<file path="config.mk">
export PLATFORM = sky130hd
export DESIGN_NAME = mouse_cursor_tracker
export DESIGN_NICKNAME = d
export VERILOG_FILES = /design/src/rtl/mouse_pkg.sv /design/src/rtl/toggle_sync_edge.sv /design/src/rtl/mouse_cursor_tracker.sv
export SDC_FILE = /design/constraint.sdc
export NUM_CORES = 1
export LEC_CHECK = 0
export BUFFER_PORTS_ARGS = -buffer_cell sky130_fd_sc_hd__buf_2
export CAP_MARGIN = 10
export CORE_MARGIN = 8
export CORE_UTILIZATION = 55
export DETAILED_ROUTE_END_ITERATION = 10
export PLACE_DENSITY = 0.74
export SYNTH_ARGS = -nofsm -noshare
export SYNTH_HDL_FRONTEND = slang
export SYNTH_HIERARCHICAL = 1
export SYNTH_SLANG_ARGS = --single-unit
</file>
<file path="constraint.sdc">
create_clock -name clk -period 3.45 [get_ports clk]
set_clock_uncertainty 0.05 [all_clocks]
set_input_delay 0.69 -clock clk [delete_from_list [all_inputs] [get_ports clk]]
set_output_delay 0.69 -clock clk [all_outputs]
set_load 0.005 [all_outputs]
</file>
<file path="src/rtl/mouse_pkg.sv">
`default_nettype none
// ============================================================================
// Module  : mouse_pkg
// Brief   : Shared types, widths and the saturating coordinate update.
// Revision: 1.0 - initial release
// ============================================================================
package mouse_pkg;

    localparam int COORD_W = 10;
    localparam int DELTA_W = 11;

    typedef enum logic [1:0] {
        S_IDLE  = 2'd0,
        S_LATCH = 2'd1,
        S_CALC  = 2'd2,
        S_APPLY = 2'd3
    } state_t;

    // Signed 12-bit add clamped to [0, maxv]; never wraps.
    function automatic logic [COORD_W-1:0] sat_add(
        input logic [COORD_W-1:0]     cur,
        input logic signed [DELTA_W:0] d,
        input logic [COORD_W-1:0]     maxv
    );
        logic signed [DELTA_W:0] sum;
        sum = $signed({2'b00, cur}) + d;
        if (sum < 0)
            return '0;
        if (sum > $signed({2'b00, maxv}))
            return maxv;
        return sum[COORD_W-1:0];
    endfunction

endpackage
`default_nettype wire

</file>
<file path="src/rtl/toggle_sync_edge.sv">
`default_nettype none
// ============================================================================
// Module  : toggle_sync_edge
// Brief   : 2-flop synchroniser for a toggle signal plus armed edge detect.
// Revision: 1.0 - initial release
// ============================================================================
module toggle_sync_edge (
    input  logic clk,
    input  logic rst_n,
    input  logic i_tgl,
    output logic o_event
);

    logic       r_sync1;
    logic       r_sync2;
    logic       r_prev;
    logic [2:0] r_arm_sr;

    always_ff @(posedge clk) begin
        if (!rst_n) begin
            r_sync1  <= 1'b0;
            r_sync2  <= 1'b0;
            r_prev   <= 1'b0;
            r_arm_sr <= 3'b000;
        end else begin
            r_sync1  <= i_tgl;
            r_sync2  <= r_sync1;
            r_prev   <= r_sync2;
            r_arm_sr <= {r_arm_sr[1:0], 1'b1};
        end
    end

    // Arm only once the reset zeros have flushed through prev, so a toggle
    // line already high at reset never looks like an edge.
    assign o_event = (r_sync2 ^ r_prev) & r_arm_sr[2];

endmodule
`default_nettype wire

</file>
<file path="src/rtl/mouse_cursor_tracker.sv">
`default_nettype none
// ============================================================================
// Module  : mouse_cursor_tracker
// Brief   : Accumulates PS/2 mouse packets into a saturated cursor position.
//           Optional macro ACCEL_EN doubles post-shift magnitudes >= ACC_TH.
// Revision: 1.0 - initial release
// ============================================================================
module mouse_cursor_tracker
    import mouse_pkg::*;
#(
    parameter int H_MAX      = 639,
    parameter int V_MAX      = 479,
    parameter int X_INIT     = 320,
    parameter int Y_INIT     = 240,
    parameter int SENS_SHIFT = 0,
    parameter int ACC_TH     = 16
) (
    input  logic               clk,
    input  logic               rst_n,
    input  logic               i_pkt_tgl,
    input  logic               i_click,
    input  logic               i_izquierda,
    input  logic               i_derecha,
    input  logic               i_arriba,
    input  logic               i_abajo,
    input  logic [7:0]         i_mag_x,
    input  logic [7:0]         i_mag_y,
    output logic [COORD_W-1:0] o_cur_x,
    output logic [COORD_W-1:0] o_cur_y,
    output logic               o_btn_held,
    output logic               o_btn_press,
    output logic               o_upd,
    output logic               o_busy
);

    localparam logic [COORD_W-1:0] c_H_MAX  = COORD_W'(H_MAX);
    localparam logic [COORD_W-1:0] c_V_MAX  = COORD_W'(V_MAX);
    localparam logic [COORD_W-1:0] c_X_INIT = COORD_W'(X_INIT);
    localparam logic [COORD_W-1:0] c_Y_INIT = COORD_W'(Y_INIT);

    logic w_event;

    toggle_sync_edge u_sync (
        .clk     (clk),
        .rst_n   (rst_n),
        .i_tgl   (i_pkt_tgl),
        .o_event (w_event)
    );

    state_t                  r_state;
    logic                    r_pending;
    logic                    r_click, r_izq, r_der, r_arr, r_aba;
    logic [7:0]              r_mag_x, r_mag_y;
    logic signed [DELTA_W:0] r_dx, r_dy;
    logic [COORD_W-1:0]      r_cur_x, r_cur_y;
    logic                    r_btn_held, r_btn_press, r_upd;

    logic [DELTA_W-1:0]      w_mag_x, w_mag_y;
    logic signed [DELTA_W:0] w_dx, w_dy;

    always_comb begin
        w_mag_x = {3'b000, r_mag_x} >> SENS_SHIFT;
        w_mag_y = {3'b000, r_mag_y} >> SENS_SHIFT;
`ifdef ACCEL_EN
        if (w_mag_x >= DELTA_W'(ACC_TH))
            w_mag_x = w_mag_x << 1;
        if (w_mag_y >= DELTA_W'(ACC_TH))
            w_mag_y = w_mag_y << 1;
`endif
        // Opposing or absent direction flags cancel the axis.
        w_dx = '0;
        if (r_izq && !r_der)
            w_dx = -$signed({1'b0, w_mag_x});
        else if (r_der && !r_izq)
            w_dx = $signed({1'b0, w_mag_x});
        w_dy = '0;
        if (r_arr && !r_aba)
            w_dy = -$signed({1'b0, w_mag_y});
        else if (r_aba && !r_arr)
            w_dy = $signed({1'b0, w_mag_y});
    end

`ifndef ACCEL_EN
    logic w_unused_acc_th;
    assign w_unused_acc_th = |DELTA_W'(ACC_TH);
`endif

    always_ff @(posedge clk) begin
        if (!rst_n) begin
            r_state     <= S_IDLE;
            r_pending   <= 1'b0;
            r_click     <= 1'b0;
            r_izq       <= 1'b0;
            r_der       <= 1'b0;
            r_arr       <= 1'b0;
            r_aba       <= 1'b0;
            r_mag_x     <= '0;
            r_mag_y     <= '0;
            r_dx        <= '0;
            r_dy        <= '0;
            r_cur_x     <= c_X_INIT;
            r_cur_y     <= c_Y_INIT;
            r_btn_held  <= 1'b0;
            r_btn_press <= 1'b0;
            r_upd       <= 1'b0;
        end else begin
            r_upd       <= 1'b0;
            r_btn_press <= 1'b0;
            if (w_event && r_state != S_IDLE)
                r_pending <= 1'b1;
            case (r_state)
                S_IDLE: begin
                    if (w_event || r_pending) begin
                        r_pending <= 1'b0;
                        r_state   <= S_LATCH;
                    end
                end
                S_LATCH: begin
                    r_click <= i_click;
                    r_izq   <= i_izquierda;
                    r_der   <= i_derecha;
                    r_arr   <= i_arriba;
                    r_aba   <= i_abajo;
                    r_mag_x <= i_mag_x;
                    r_mag_y <= i_mag_y;
                    r_state <= S_CALC;
                end
                S_CALC: begin
                    r_dx    <= w_dx;
                    r_dy    <= w_dy;
                    r_state <= S_APPLY;
                end
                S_APPLY: begin
                    r_cur_x     <= sat_add(r_cur_x, r_dx, c_H_MAX);
                    r_cur_y     <= sat_add(r_cur_y, r_dy, c_V_MAX);
                    r_btn_held  <= r_click;
                    r_btn_press <= r_click & ~r_btn_held;
                    r_upd       <= 1'b1;
                    r_state     <= S_IDLE;
                end
                default: r_state <= S_IDLE;
            endcase
        end
    end

    assign o_cur_x     = r_cur_x;
    assign o_cur_y     = r_cur_y;
    assign o_btn_held  = r_btn_held;
    assign o_btn_press = r_btn_press;
    assign o_upd       = r_upd;
    assign o_busy      = (r_state != S_IDLE);

endmodule
`default_nettype wire

</file>
==> impl_results.rst, run 1 <==
.. list-table::
   :header-rows: 1

   * - Metric
     - Value
   * - CTS Sinks
     - 77
   * - Source of the worst hold timing path
     - u_sync/r_arm_sr[1]$_SDFF_PN0_
   * - Iteration-0 DRC count of the detailed router
     - 201
   * - Hold buffer count at cts
     - 0
   * - Slowest cell delay on critical path
     - 0.42 ns
   * - Relative contribution of combinational cells to total power
     - 0.272
   * - Ports
     - 48
   * - Ordered list of cells on the worst path
     - ha_1 -> inv_1 -> fa_1 -> nand2b_1 -> a21o_1 -> a211oi_1 -> nor4_2 -> a211oi_2 -> nand2_1 -> a22o_1
   * - Max-capacitance violation count
     - 0
   * - Pin slew with the least headroom to its limit
     - 0.930 ns
   * - Clk slew on worst S/H paths
     - 0.09 ns
   * - Most area-consuming cells after synthesis
     - sky130_fd_sc_hd__dfxtp_1, sky130_fd_sc_hd__ha_1, sky130_fd_sc_hd__mux2i_1
   * - Count of distinct cell types in the synthesized netlist
     - 70
   * - Clock tree root buffer cell
     - sky130_fd_sc_hd__clkbuf_8
   * - Highest attainable clock frequency
     - 349 MHz
   * - Share of the yosys chip area belonging to registers
     - 0.368
   * - Syn_nets
     - 530
   * - Share of power burned in registers
     - 0.416
   * - Final layout net count
     - 571
   * - Unrepaired setup endpoints after global routing
     - false
   * - Count of unresolved DRC violations after routing
     - 0
   * - Synth async-reset ratio
     - 0
   * - Crit Path Class
     - flip-flop to flip-flop
   * - Final Wtd Congestion
     - 0.848
   * - WP buf/inv
     - 1
   * - Class of the tightest hold or removal check
     - flip-flop to flip-flop
   * - Status
     - completed
   * - Switching share of total power
     - 0.325
   * - # port buffers
     - 47
   * - Worst R2R Path Depth
     - 10
   * - Primary flip-flop cell chosen by synthesis mapping
     - sky130_fd_sc_hd__dfxtp_1
   * - Clock share of power
     - 0.312
   * - Maximum number of pins on one net before global-route repair
     - 55
   * - Combined area of all synthesized cells
     - 4190 µm²
   * - R2r setup slk
     - 0.59 ns
   * - Period utilisation layout
     - 0.830
   * - Final Util
     - 0.624
   * - Y dimension of the die
     - 103 µm
   * - Number of nets with antenna violations after routing
     - 0
   * - Global route total overflow
     - 0
   * - WL/cell
     - 15.2 µm
   * - Max Root-Sink Buffers
     - 2
   * - Synthesized instance count
     - 478
   * - Relative slew margins
     - 0.378
   * - Minimum clock period after layout
     - 2.86 ns
   * - Setup TNS
     - 0 ns
   * - Cell with the biggest individual delay on the critical path
     - sky130_fd_sc_hd__a211oi_1
   * - Worst R2R End
     - o_cur_y[1]$_SDFFE_PN0P_
   * - Final Total Pwr
     - 2.50 mW
   * - Slew Viols, Final
     - 0
   * - Count of endpoints failing hold in the final timing report
     - 0
   * - Logic depth of the worst setup path including buffers
     - 10
   * - Leakage Power
     - 2.00 nW
   * - Post-synthesis sequential element count
     - 77
   * - Average cell area after synthesis
     - 8.77 µm²
   * - First-pass GRT wire length
     - 16300 µm
   * - Antenna fix cells
     - 0
   * - Largest fanout of any net on the critical path
     - 4
   * - Full die area
     - 10700 µm²
   * - Clock latency reported for the late side of the worst-skew pair
     - 0.36 ns
   * - Yosys top cell area share
     - 0.368
   * - Data required, critical path
     - 3.64 ns
   * - Maximum resistive drop on vdd
     - 0.338 mV
   * - Pre-CTS WS
     - 0.662 ns
   * - Pwr per Cell Area
     - 530 nW/µm²
   * - CTS H-Tree Depth
     - 3
   * - CP arrival
     - 3.05 ns
   * - TritonCTS clock tree
     - yes
   * - Total routing usage reported by global routing
     - 0.191
   * - Core area
     - 7570 µm²
   * - Endpoints failing setup
     - 0
   * - Vias in the first global route
     - 3462
   * - P_sw
     - 0.813 mW
   * - Kind of capture point of the worst setup path
     - flip-flop
   * - Initial antenna violation count
     - 0
   * - Resized Gates After CTS
     - 0
   * - Mean number of vias per cell
     - 5.79
   * - DP HPWL
     - 7000 µm
   * - Total wire length after detailed routing
     - 9540 µm
   * - # rows
     - 32
   * - Detailed-routing iteration count for the pre-antenna-repair pass
     - 4
   * - RR Startpoint
     - r_dy[0]$_SDFFE_PN0P_
   * - Worst hold path endpoint
     - u_sync/r_arm_sr[2]$_SDFF_PN0_
   * - Synth area leader
     - sky130_fd_sc_hd__dfxtp_1
   * - Num CTS Buffers
     - 9
   * - Setup fix buffers added after clock tree synthesis
     - 0
   * - Number of flops mapped to enable cells by yosys
     - 0
   * - Category of the worst setup path launch point
     - flip-flop
   * - Layout-stage area growth over the synthesis result
     - 12.7%
   * - Largest delay share family, worst path
     - compound AO/OA/AOI/OAI gates
   * - Worst Hold Path Cells
     - 1
   * - Internal power component
     - 1.69 mW
   * - Initial standard-cell utilization of the core
     - 0.554
   * - Setup ws final
     - 0.585 ns
   * - Die width
     - 103 µm
   * - Layout cell share with drive strength beyond 1
     - 0.160
   * - Number of vias after detailed routing
     - 3626
   * - Synth warnings
     - 6
## final cells by class
cell class	instances	area [µm²]
fill	667	2840
timing repair buffer	50	258
clock buffer	9	124
clock inverter	7	105
multi-input combinational	360	2490
tap	102	128
inverter	21	78.8
sequential	77	1540
## Yosys cell counts, types with 2 or more instances
cell	instances
sky130_fd_sc_hd__inv_1	20
sky130_fd_sc_hd__o21ai_1	2
sky130_fd_sc_hd__and2_1	6
sky130_fd_sc_hd__or3_1	2
sky130_fd_sc_hd__a221o_1	2
sky130_fd_sc_hd__o221ai_1	2
sky130_fd_sc_hd__buf_1	3
sky130_fd_sc_hd__nor4b_1	2
sky130_fd_sc_hd__o21a_1	3
sky130_fd_sc_hd__or2_2	2
sky130_fd_sc_hd__nor3_1	20
sky130_fd_sc_hd__and3_1	5
sky130_fd_sc_hd__a21o_1	7
sky130_fd_sc_hd__or4_1	2
sky130_fd_sc_hd__nand3_1	4
sky130_fd_sc_hd__nand2b_1	5
sky130_fd_sc_hd__o211ai_1	8
sky130_fd_sc_hd__mux2i_1	23
sky130_fd_sc_hd__o21ai_0	17
sky130_fd_sc_hd__xnor2_1	12
sky130_fd_sc_hd__a221oi_1	12
sky130_fd_sc_hd__a22o_1	6
sky130_fd_sc_hd__a311oi_1	4
sky130_fd_sc_hd__clkbuf_1	15
sky130_fd_sc_hd__xor2_1	10
sky130_fd_sc_hd__a211oi_1	7
sky130_fd_sc_hd__a21oi_1	33
sky130_fd_sc_hd__nor2_1	52
sky130_fd_sc_hd__nand2_1	38
sky130_fd_sc_hd__nor2b_1	10
sky130_fd_sc_hd__o211a_1	3
sky130_fd_sc_hd__ha_1	26
sky130_fd_sc_hd__dfxtp_1	77
sky130_fd_sc_hd__fa_1	2
## how the worst max path moves through the flow
stage | from | end
after floorplan | o_cur_x[0]$_SDFFE_PN0P_ | o_cur_x[8]$_SDFFE_PN1P_
after global placement | r_dy[0]$_SDFFE_PN0P_ | o_cur_y[2]$_SDFFE_PN0P_
after detailed placement | o_cur_y[0]$_SDFFE_PN0P_ | o_cur_y[2]$_SDFFE_PN0P_
after CTS | r_dy[0]$_SDFFE_PN0P_ | o_cur_y[1]$_SDFFE_PN0P_
after global routing | r_dy[0]$_SDFFE_PN0P_ | o_cur_y[2]$_SDFFE_PN0P_
final | r_dy[0]$_SDFFE_PN0P_ | o_cur_y[1]$_SDFFE_PN0P_
## through the flow
stage	hold slack (ns)	cells	cell area, µm²
2_1_floorplan	0.362	478	4190
3_3_place_gp	0.366	610	4490
3_5_place_dp	0.377	610	4490
4_1_cts	0.397	626	4720
5_1_grt	0.405	626	4720
6_report	0.392	626	4720
## routing by layer
metal,vias to the layer above,global-route usage,part of all wire
li1,1818,-,-
met1,1706,0.259,0.50
met2,89,0.295,0.44
met3,13,0.0388,0.049
met4,0,0.0623,0.014
met5,-,0,0
## worst register-to-register path: cells and delay by family (launching register included)
family                   cells  cell delay, ns
adder cells (fa/ha/maj)      2            0.61
AND/OR/NAND/NOR              3            0.46
flip-flops                   1            0.37
buffers and inverters        1            0.07
AO/OA/AOI/OAI                4            1.19
## placed cells by master, fill, tap and decap left out, types with 8 or more instances in the layout
cell and n:
sky130_fd_sc_hd__a21oi_1 33, sky130_fd_sc_hd__a221oi_1 12, sky130_fd_sc_hd__buf_2 47, sky130_fd_sc_hd__clkbuf_8 9, sky130_fd_sc_hd__dfxtp_1 77, sky130_fd_sc_hd__ha_1 26, sky130_fd_sc_hd__inv_1 20, sky130_fd_sc_hd__mux2i_1 23
sky130_fd_sc_hd__nand2_1 38, sky130_fd_sc_hd__nor2_1 52, sky130_fd_sc_hd__nor2b_1 10, sky130_fd_sc_hd__nor3_1 20, sky130_fd_sc_hd__o211ai_1 8, sky130_fd_sc_hd__o21ai_0 17, sky130_fd_sc_hd__xnor2_1 12, sky130_fd_sc_hd__xor2_1 10
## flip-flops by register name, summed over array words and instances (netlist names), 2 cells and up
| name | count |
|---|---|
| o_cur_x | 10 |
| o_cur_y | 10 |
| r_dx | 12 |
| r_dy | 12 |
| r_mag_x | 8 |
| r_mag_y | 8 |
| r_state | 2 |
| u_sync/r_arm_sr | 3 |
## cells by family after synthesis
kind of cell / after synthesis / synth area share
xor gates and xnor gates: 22 / 0.0460
adders and majority gates: 28 / 0.0871
AOI/OAI and AO/OA: 127 / 0.220
DFF: 77 / 0.368
buffers and inverters: 41 / 0.0388
and+or+nand+nor: 160 / 0.186
muxes: 23 / 0.0549
## power groups by stage
| stage | clock network, mW | registers, mW | logic, mW |
|---|---|---|---|
| after detailed placement | 0 | 1.06 | 0.675 |
| after floorplan | 0 | 1.04 | 0.567 |
| after global placement | 0 | 1.06 | 0.655 |
| after global routing | 0.836 | 1.05 | 0.763 |
| after CTS | 0.791 | 1.04 | 0.679 |
| final | 0.781 | 1.04 | 0.679 |
Note: power is estimated with default switching activity, not from simulation.
==> run 2, diff against run 1 <==
clock period = 2.92 ns   (was 3.45 ns; I/O delays follow)
==> run 2 against run 1 <==
Net effect:
- die area is the same
- final cell count rose by 0.48%
- global-route usage hardly changed
- fmax increased by 4.8%
- total power up 15%
- via count decreased by 0.22%
- register-to-register slack worse by 0.40 ns
- sequential power grew 18%
- sequential share of layout area shrank 0.086 points
- utilization increased by 0.17 points
- largest power group unchanged
==> impl_results.rst, run 2 (synthesized netlist as in run 1, its figures left out) <==
.. list-table::
   :header-rows: 1

   * - Metric
     - Value
   * - Full die area
     - 10700 µm² (unchanged)
   * - Count of unresolved DRC violations after routing
     - 0 (unchanged)
   * - R2r setup slk
     - 0.19 ns (-0.40 ns)
   * - Setup TNS
     - 0 ns (unchanged)
   * - Launch point of the critical path
     - o_cur_y[1]$_SDFFE_PN0P_
   * - # port buffers
     - 47 (unchanged)
   * - # placed instances
     - 612 (+0.33%)
   * - Num CTS Buffers
     - 9 (unchanged)
   * - Minimum clock period after layout
     - 2.73 ns (-0.130 ns)
   * - Relative contribution of combinational cells to total power
     - 0.284 (+0.012)
   * - Layout cell share with drive strength beyond 1
     - 0.167 (+0.00668)
   * - Source of the worst hold timing path
     - i_pkt_tgl
   * - Relative slew margins
     - 0.497 (+0.120)
   * - Count of endpoints failing hold in the final timing report
     - 0 (unchanged)
   * - TritonCTS clock tree
     - yes
   * - Switching share of total power
     - 0.336 (+0.0110)
   * - Largest fanout of any net on the critical path
     - 4 (unchanged)
   * - Iteration-0 DRC count of the detailed router
     - 242 (+20%)
   * - Category of the worst setup path launch point
     - flip-flop
   * - Fillers
     - 674 (+1.0%)
   * - CTS Sinks
     - 77 (unchanged)
   * - Leakage Power
     - 2.00 nW (about the same)
   * - Class of the tightest hold or removal check
     - input port to flip-flop
   * - Ports
     - 48 (unchanged)
   * - DP HPWL
     - 7160 µm (+2.2%)
   * - Pwr per Cell Area
     - 609 nW/µm² (+15%)
   * - Clock tree root buffer cell
     - sky130_fd_sc_hd__clkbuf_8
   * - Worst slack on hold paths
     - 0.388 ns (-0.00467 ns)
   * - Endpoints failing setup
     - 0 (unchanged)
   * - Layout-stage area growth over the synthesis result
     - 13.0%
   * - Ordered list of cells on the worst path
     - ha_1 -> a211o_1 -> a2111oi_0 -> o221ai_1 -> nor4_4 -> a211oi_2 -> buf_4 -> o21ai_1 -> a22o_1
   * - Slew Viols, Final
     - 0 (unchanged)
   * - Period utilisation layout
     - 0.937 (+0.106)
   * - Clk slew on worst S/H paths
     - 0.08 ns (about the same)
   * - Hold buffer count at cts
     - 0 (unchanged)
   * - Max Root-Sink Buffers
     - 2 (unchanged)
   * - Worst R2R End
     - o_cur_y[2]$_SDFFE_PN0P_
   * - Y dimension of the die
     - 103 µm (unchanged)
   * - RR Startpoint
     - o_cur_y[1]$_SDFFE_PN0P_
   * - Worst hold path endpoint
     - u_sync/r_sync1$_SDFF_PN0_
   * - Worst R2R Path Depth
     - 9 (-1)
   * - Total wire length after detailed routing
     - 9600 µm (+0.65%)
   * - WL/cell
     - 15.3 µm (+0.17%)
   * - Most frequent cells in the layout
     - sky130_fd_sc_hd__dfxtp_1, sky130_fd_sc_hd__nor2_1, sky130_fd_sc_hd__buf_2
   * - # rows
     - 32 (unchanged)
   * - Slowest cell delay on critical path
     - 0.45 ns (+0.03 ns)
   * - P_sw
     - 0.968 mW (+19%)
   * - CP arrival
     - 2.98 ns (-0.07 ns)
   * - Share of power burned in registers
     - 0.427 (+0.011)
   * - Data required, critical path
     - 3.17 ns (-0.47 ns)
   * - Clock latency reported for the late side of the worst-skew pair
     - 0.35 ns (about the same)
   * - Highest attainable clock frequency
     - 366 MHz (+4.8%)
   * - Crit Path Class
     - flip-flop to flip-flop
   * - First-pass GRT wire length
     - 16000 µm (-1.4%)
   * - Die width
     - 103 µm (unchanged)
   * - Cell with the biggest individual delay on the critical path
     - sky130_fd_sc_hd__a2111oi_0
   * - Commonest non-fill, non-tap cell in the layout
     - sky130_fd_sc_hd__dfxtp_1
   * - Area used by multi-input combinational logic
     - 2500 µm² (+0.55%)
   * - Initial antenna violation count
     - 0 (unchanged)
   * - Maximum resistive drop on vdd
     - 0.421 mV (+25%)
   * - Kind of capture point of the worst setup path
     - flip-flop
   * - Number of nets with antenna violations after routing
     - 0 (unchanged)
   * - Core area
     - 7570 µm² (unchanged)
   * - Number of standard cells in the final layout excluding fillers
     - 629 (+0.48%)
   * - CTS H-Tree Depth
     - 3 (unchanged)
   * - Final layout net count
     - 574 (+0.53%)
   * - Vias in the first global route
     - 3401 (-1.8%)
   * - Antenna fix cells
     - 0 (unchanged)
   * - Final Wtd Congestion
     - 0.856 (+0.97%)
   * - Pin slew with the least headroom to its limit
     - 0.753 ns (-0.177 ns)
   * - Worst Hold Path Cells
     - 2 (+1)
   * - Total routing usage reported by global routing
     - 0.191 (-0.000228)
   * - Reg area
     - 1540 µm² (unchanged)
   * - Max-capacitance violation count
     - 0 (unchanged)
   * - Global route total overflow
     - 0 (unchanged)
   * - Status
     - completed
   * - Final Total Pwr
     - 2.88 mW (+15%)
   * - Leading registers by flop count
     - r_dx: 12 flops, r_dy: 12 flops
   * - Mean number of vias per cell
     - 5.75 (-0.70%)
   * - Number of vias after detailed routing
     - 3618 (-0.22%)
   * - Initial standard-cell utilization of the core
     - 0.554 (unchanged)
   * - Clock share of power
     - 0.289 (-0.023)
   * - Detailed-routing iteration count for the pre-antenna-repair pass
     - 4 (unchanged)
   * - Maximum number of pins on one net before global-route repair
     - 30 (-45%)
   * - Internal power component
     - 1.91 mW (+13%)
run 2: power by group through the flow:
stage	registers [mW]	clock network (mW)	logic (mW)
floorplan	1.22	0	0.670
finish	1.23	0.834	0.818
global route	1.24	0.895	0.924
global placement	1.25	0	0.775
detailed placement	1.25	0	0.795
CTS	1.23	0.850	0.801
run 2: metrics by stage:
| stage | setup WS, ns | cell area, µm² | util |
|---|---|---|---|
| after global placement | 0.148 | 4510 | 0.596 |
| after detailed placement | 0.0990 | 4510 | 0.596 |
| final | 0.185 | 4740 | 0.626 |
| after global routing | -0.0580 | 4740 | 0.626 |
| after floorplan | 0.461 | 4190 | - |
| after CTS | 0.0847 | 4710 | 0.623 |
run 2: repair_timing:
| action | CTS | global route |
|---|---|---|
| setup endpoints to repair | 0 | 4 |
| buffers inserted | 0 | 1 |
| resized for setup | 0 | 2 |
run 2: worst max-delay path: cells and delay by family, from the launching register on:
family                   cells  cell delay [ns]
AO/OA/AOI/OAI                6             1.37
AND/OR/NAND/NOR              1             0.44
flip-flops                   1             0.35
adder cells (fa/ha/maj)      1             0.31
buffers and inverters        1             0.16
run 2: final cells by class:
class | count | area share
flip-flops and latches | 77 | 0.325
well taps | 102 | 0.0269
multi-input cells | 360 | 0.528
clock inverters | 7 | 0.0172
inverters | 21 | 0.0166
clock buffers | 9 | 0.0262
repair buffers | 53 | 0.0592
run 2: worst max path at each step:
stage                                   end  slack, ns  cells past startpoint
detailed placement  o_cur_y[2]$_SDFFE_PN0P_        0.1                     10
global route        o_cur_y[2]$_SDFFE_PN0P_      -0.06                      9
CTS                 o_cur_y[2]$_SDFFE_PN0P_       0.08                     10
floorplan           o_cur_x[8]$_SDFFE_PN1P_       0.46                      9
global placement    o_cur_y[2]$_SDFFE_PN0P_       0.15                     10
finish              o_cur_y[2]$_SDFFE_PN0P_       0.19                      9
run 2: per-layer routing:
layer | GRT usage | part of all wire | vias to the layer above
met5 | 0 | 0 | -
met3 | 0.0361 | 0.054 | 16
li1 | - | - | 1825
met1 | 0.261 | 0.48 | 1680
met4 | 0.0723 | 0.019 | 0
met2 | 0.290 | 0.45 | 97
==> run 3, diff against run 2 <==
clock period = 3.23 ns   (was 2.92 ns; I/O delays follow)
==> run 3 against run 2 <==
Net effect:
- sequential power decreased by 9%
- total power decreased by 1.9%
- fmax decreased by 3.4%
==> impl_results.rst, run 3 (synthesized netlist as in run 1, its figures left out) <==
.. list-table::
   :header-rows: 1

   * - Metric
     - Value
   * - Status
     - completed
   * - Clk slew on worst S/H paths
     - 0.08 ns (about the same)
   * - Leading registers by flop count
     - r_dx: 12 flops, r_dy: 12 flops
   * - Area used by multi-input combinational logic
     - 2490 µm² (-0.55%)
   * - Final layout net count
     - 571 (-0.52%)
   * - DP HPWL
     - 7040 µm (-1.7%)
   * - Ports
     - 48 (unchanged)
   * - Final Total Pwr
     - 2.83 mW (-1.9%)
   * - Number of vias after detailed routing
     - 3654 (+1.0%)
   * - Highest attainable clock frequency
     - 353 MHz (-3.4%)
   * - Maximum resistive drop on vdd
     - 0.369 mV (-13%)
   * - Mean number of vias per cell
     - 5.84 (+1.5%)
   * - Final Wtd Congestion
     - 0.838 (-2.1%)
   * - Num CTS Buffers
     - 9 (unchanged)
   * - Class of the tightest hold or removal check
     - flip-flop to flip-flop
   * - Layout-stage area growth over the synthesis result
     - 13.7%
   * - CP arrival
     - 3.02 ns (+0.04 ns)
   * - Full die area
     - 10700 µm² (unchanged)
   * - Iteration-0 DRC count of the detailed router
     - 224 (-7.4%)
   * - Category of the worst setup path launch point
     - flip-flop
   * - Max Root-Sink Buffers
     - 2 (unchanged)
   * - Detailed-routing iteration count for the pre-antenna-repair pass
     - 4 (unchanged)
   * - CTS Sinks
     - 77 (unchanged)
   * - Relative slew margins
     - 0.380 (-0.118)
   * - Number of nets with antenna violations after routing
     - 0 (unchanged)
   * - Largest fanout of any net on the critical path
     - 4 (unchanged)
   * - Switching share of total power
     - 0.303 (-0.0330)
   * - Core area
     - 7570 µm² (unchanged)
   * - Fillers
     - 676 (+0.30%)
   * - Vias in the first global route
     - 3378 (-0.68%)
   * - Total routing usage reported by global routing
     - 0.189 (-0.00175)
   * - CTS H-Tree Depth
     - 3 (unchanged)
   * - Setup fix buffers added after clock tree synthesis
     - 0 (unchanged)
   * - # port buffers
     - 47 (unchanged)
   * - Layout cell share with drive strength beyond 1
     - 0.160 (-0.00668)
   * - Slew Viols, Final
     - 0 (unchanged)
   * - Initial standard-cell utilization of the core
     - 0.554 (unchanged)
   * - # rows
     - 32 (unchanged)
   * - Kind of capture point of the worst setup path
     - flip-flop
   * - Relative contribution of combinational cells to total power
     - 0.259 (-0.025)
   * - Global route total overflow
     - 0 (unchanged)
   * - Pin slew with the least headroom to its limit
     - 0.927 ns (+0.174 ns)
   * - First-pass GRT wire length
     - 16000 µm (-0.17%)
   * - Initial antenna violation count
     - 0 (unchanged)
   * - P_sw
     - 0.856 mW (-12%)
   * - Total wire length after detailed routing
     - 9810 µm (+2.2%)
   * - Period utilisation layout
     - 0.876 (-0.0603)
   * - Setup TNS
     - 0 ns (unchanged)
   * - Unrepaired setup endpoints after global routing
     - false
   * - Internal power component
     - 1.97 mW (+2.9%)
   * - Count of unresolved DRC violations after routing
     - 0 (unchanged)
   * - Max-capacitance violation count
     - 0 (unchanged)
   * - Crit Path Class
     - flip-flop to flip-flop
   * - Clock latency reported for the late side of the worst-skew pair
     - 0.35 ns (about the same)
   * - Share of power burned in registers
     - 0.395 (-0.032)
   * - Maximum number of pins on one net before global-route repair
     - 55 (+83%)
   * - Commonest non-fill, non-tap cell in the layout
     - sky130_fd_sc_hd__dfxtp_1
   * - Die width
     - 103 µm (unchanged)
   * - Hold buffer count at cts
     - 0 (unchanged)
   * - Clock share of power
     - 0.346 (+0.057)
   * - Leakage Power
     - 2.03 nW (+1.2%)
   * - Minimum clock period after layout
     - 2.83 ns (+0.0956 ns)
   * - TritonCTS clock tree
     - yes
   * - Endpoints failing setup
     - 0 (unchanged)
   * - Number of standard cells in the final layout excluding fillers
     - 626 (-0.48%)
   * - Antenna fix cells
     - 0 (unchanged)
   * - Reg area
     - 1540 µm² (unchanged)
   * - Resized Gates After CTS
     - 0 (unchanged)
   * - WL/cell
     - 15.7 µm (+2.7%)
   * - Data required, critical path
     - 3.41 ns (+0.24 ns)
   * - Y dimension of the die
     - 103 µm (unchanged)
   * - Count of endpoints failing hold in the final timing report
     - 0 (unchanged)
   * - Most frequent cells in the layout
     - sky130_fd_sc_hd__dfxtp_1, sky130_fd_sc_hd__nor2_1, sky130_fd_sc_hd__buf_2
   * - Pwr per Cell Area
     - 593 nW/µm² (-2.5%)
   * - Clock tree root buffer cell
     - sky130_fd_sc_hd__clkbuf_8
   * - # placed instances
     - 610 (-0.33%)
## run 3: cell count changes in the layout (fill, tap and decap cells not counted), sizes merged
cell      change
bufinv        +3
inv           -3
clkbuf        +1
buf           -3
clkinv        +2
clkinvlp      -3
## run 3: cell type report
| class | instances | share of cell area |
|---|---|---|
| clock inverters | 6 | 0.0281 |
| flip-flops and latches | 77 | 0.323 |
| clock buffers | 10 | 0.0289 |
| well taps | 102 | 0.0268 |
| repair buffers | 50 | 0.0541 |
| inverters | 21 | 0.0165 |
| multi-input cells | 360 | 0.522 |
## run 3: worst max-delay path, cell delays in order, from the launching register on
cell and delay [ns]:
sky130_fd_sc_hd__dfxtp_1 0.36, sky130_fd_sc_hd__ha_1 0.21, sky130_fd_sc_hd__inv_1 0.06, sky130_fd_sc_hd__fa_1 0.41
sky130_fd_sc_hd__nand2b_1 0.19, sky130_fd_sc_hd__a21o_1 0.22, sky130_fd_sc_hd__a211oi_1 0.44, sky130_fd_sc_hd__nor4_2 0.14
sky130_fd_sc_hd__a211oi_2 0.32, sky130_fd_sc_hd__nand2_1 0.10, sky130_fd_sc_hd__a22o_1 0.21
## run 3: through the flow
step                      worst slack (ns)  instance area [µm²]   util  hold WS [ns]
after floorplan                      0.771                 4190      -         0.362
after global placement               0.474                 4490  0.594         0.366
after detailed placement             0.434                 4490  0.594         0.373
after CTS                            0.415                 4770  0.630         0.394
after global routing                 0.253                 4770  0.630         0.419
final                                0.400                 4770  0.630         0.390
## run 3: layer usage
layer / GRT usage / share of wire / vias up
met4: 0.0556 / 0.011 / 0
met5: 0 / 0 / -
met1: 0.255 / 0.49 / 1736
met2: 0.297 / 0.45 / 92
li1: - / - / 1819
met3: 0.0375 / 0.050 / 7
## run 3: worst paths after layout
check,start,to,slack [ns],depth (start not counted)
worst max-delay path,o_cur_y[0]$_SDFFE_PN0P_,o_cur_y[3]$_SDFFE_PN0P_,0.40,10
worst min-delay path,u_sync/r_sync1$_SDFF_PN0_,u_sync/r_sync2$_SDFF_PN0_,0.39,1
worst max register to register,o_cur_y[0]$_SDFFE_PN0P_,o_cur_y[3]$_SDFFE_PN0P_,0.40,10
worst min register to register,u_sync/r_sync1$_SDFF_PN0_,u_sync/r_sync2$_SDFF_PN0_,0.39,1
## run 3: power groups by stage
stage	logic [mW]	registers, mW	clock network, mW
6_report	0.732	1.12	0.978
5_1_grt	0.815	1.13	1.03
4_1_cts	0.730	1.11	0.987
3_5_place_dp	0.724	1.13	0
3_3_place_gp	0.698	1.13	0
2_1_floorplan	0.606	1.11	0
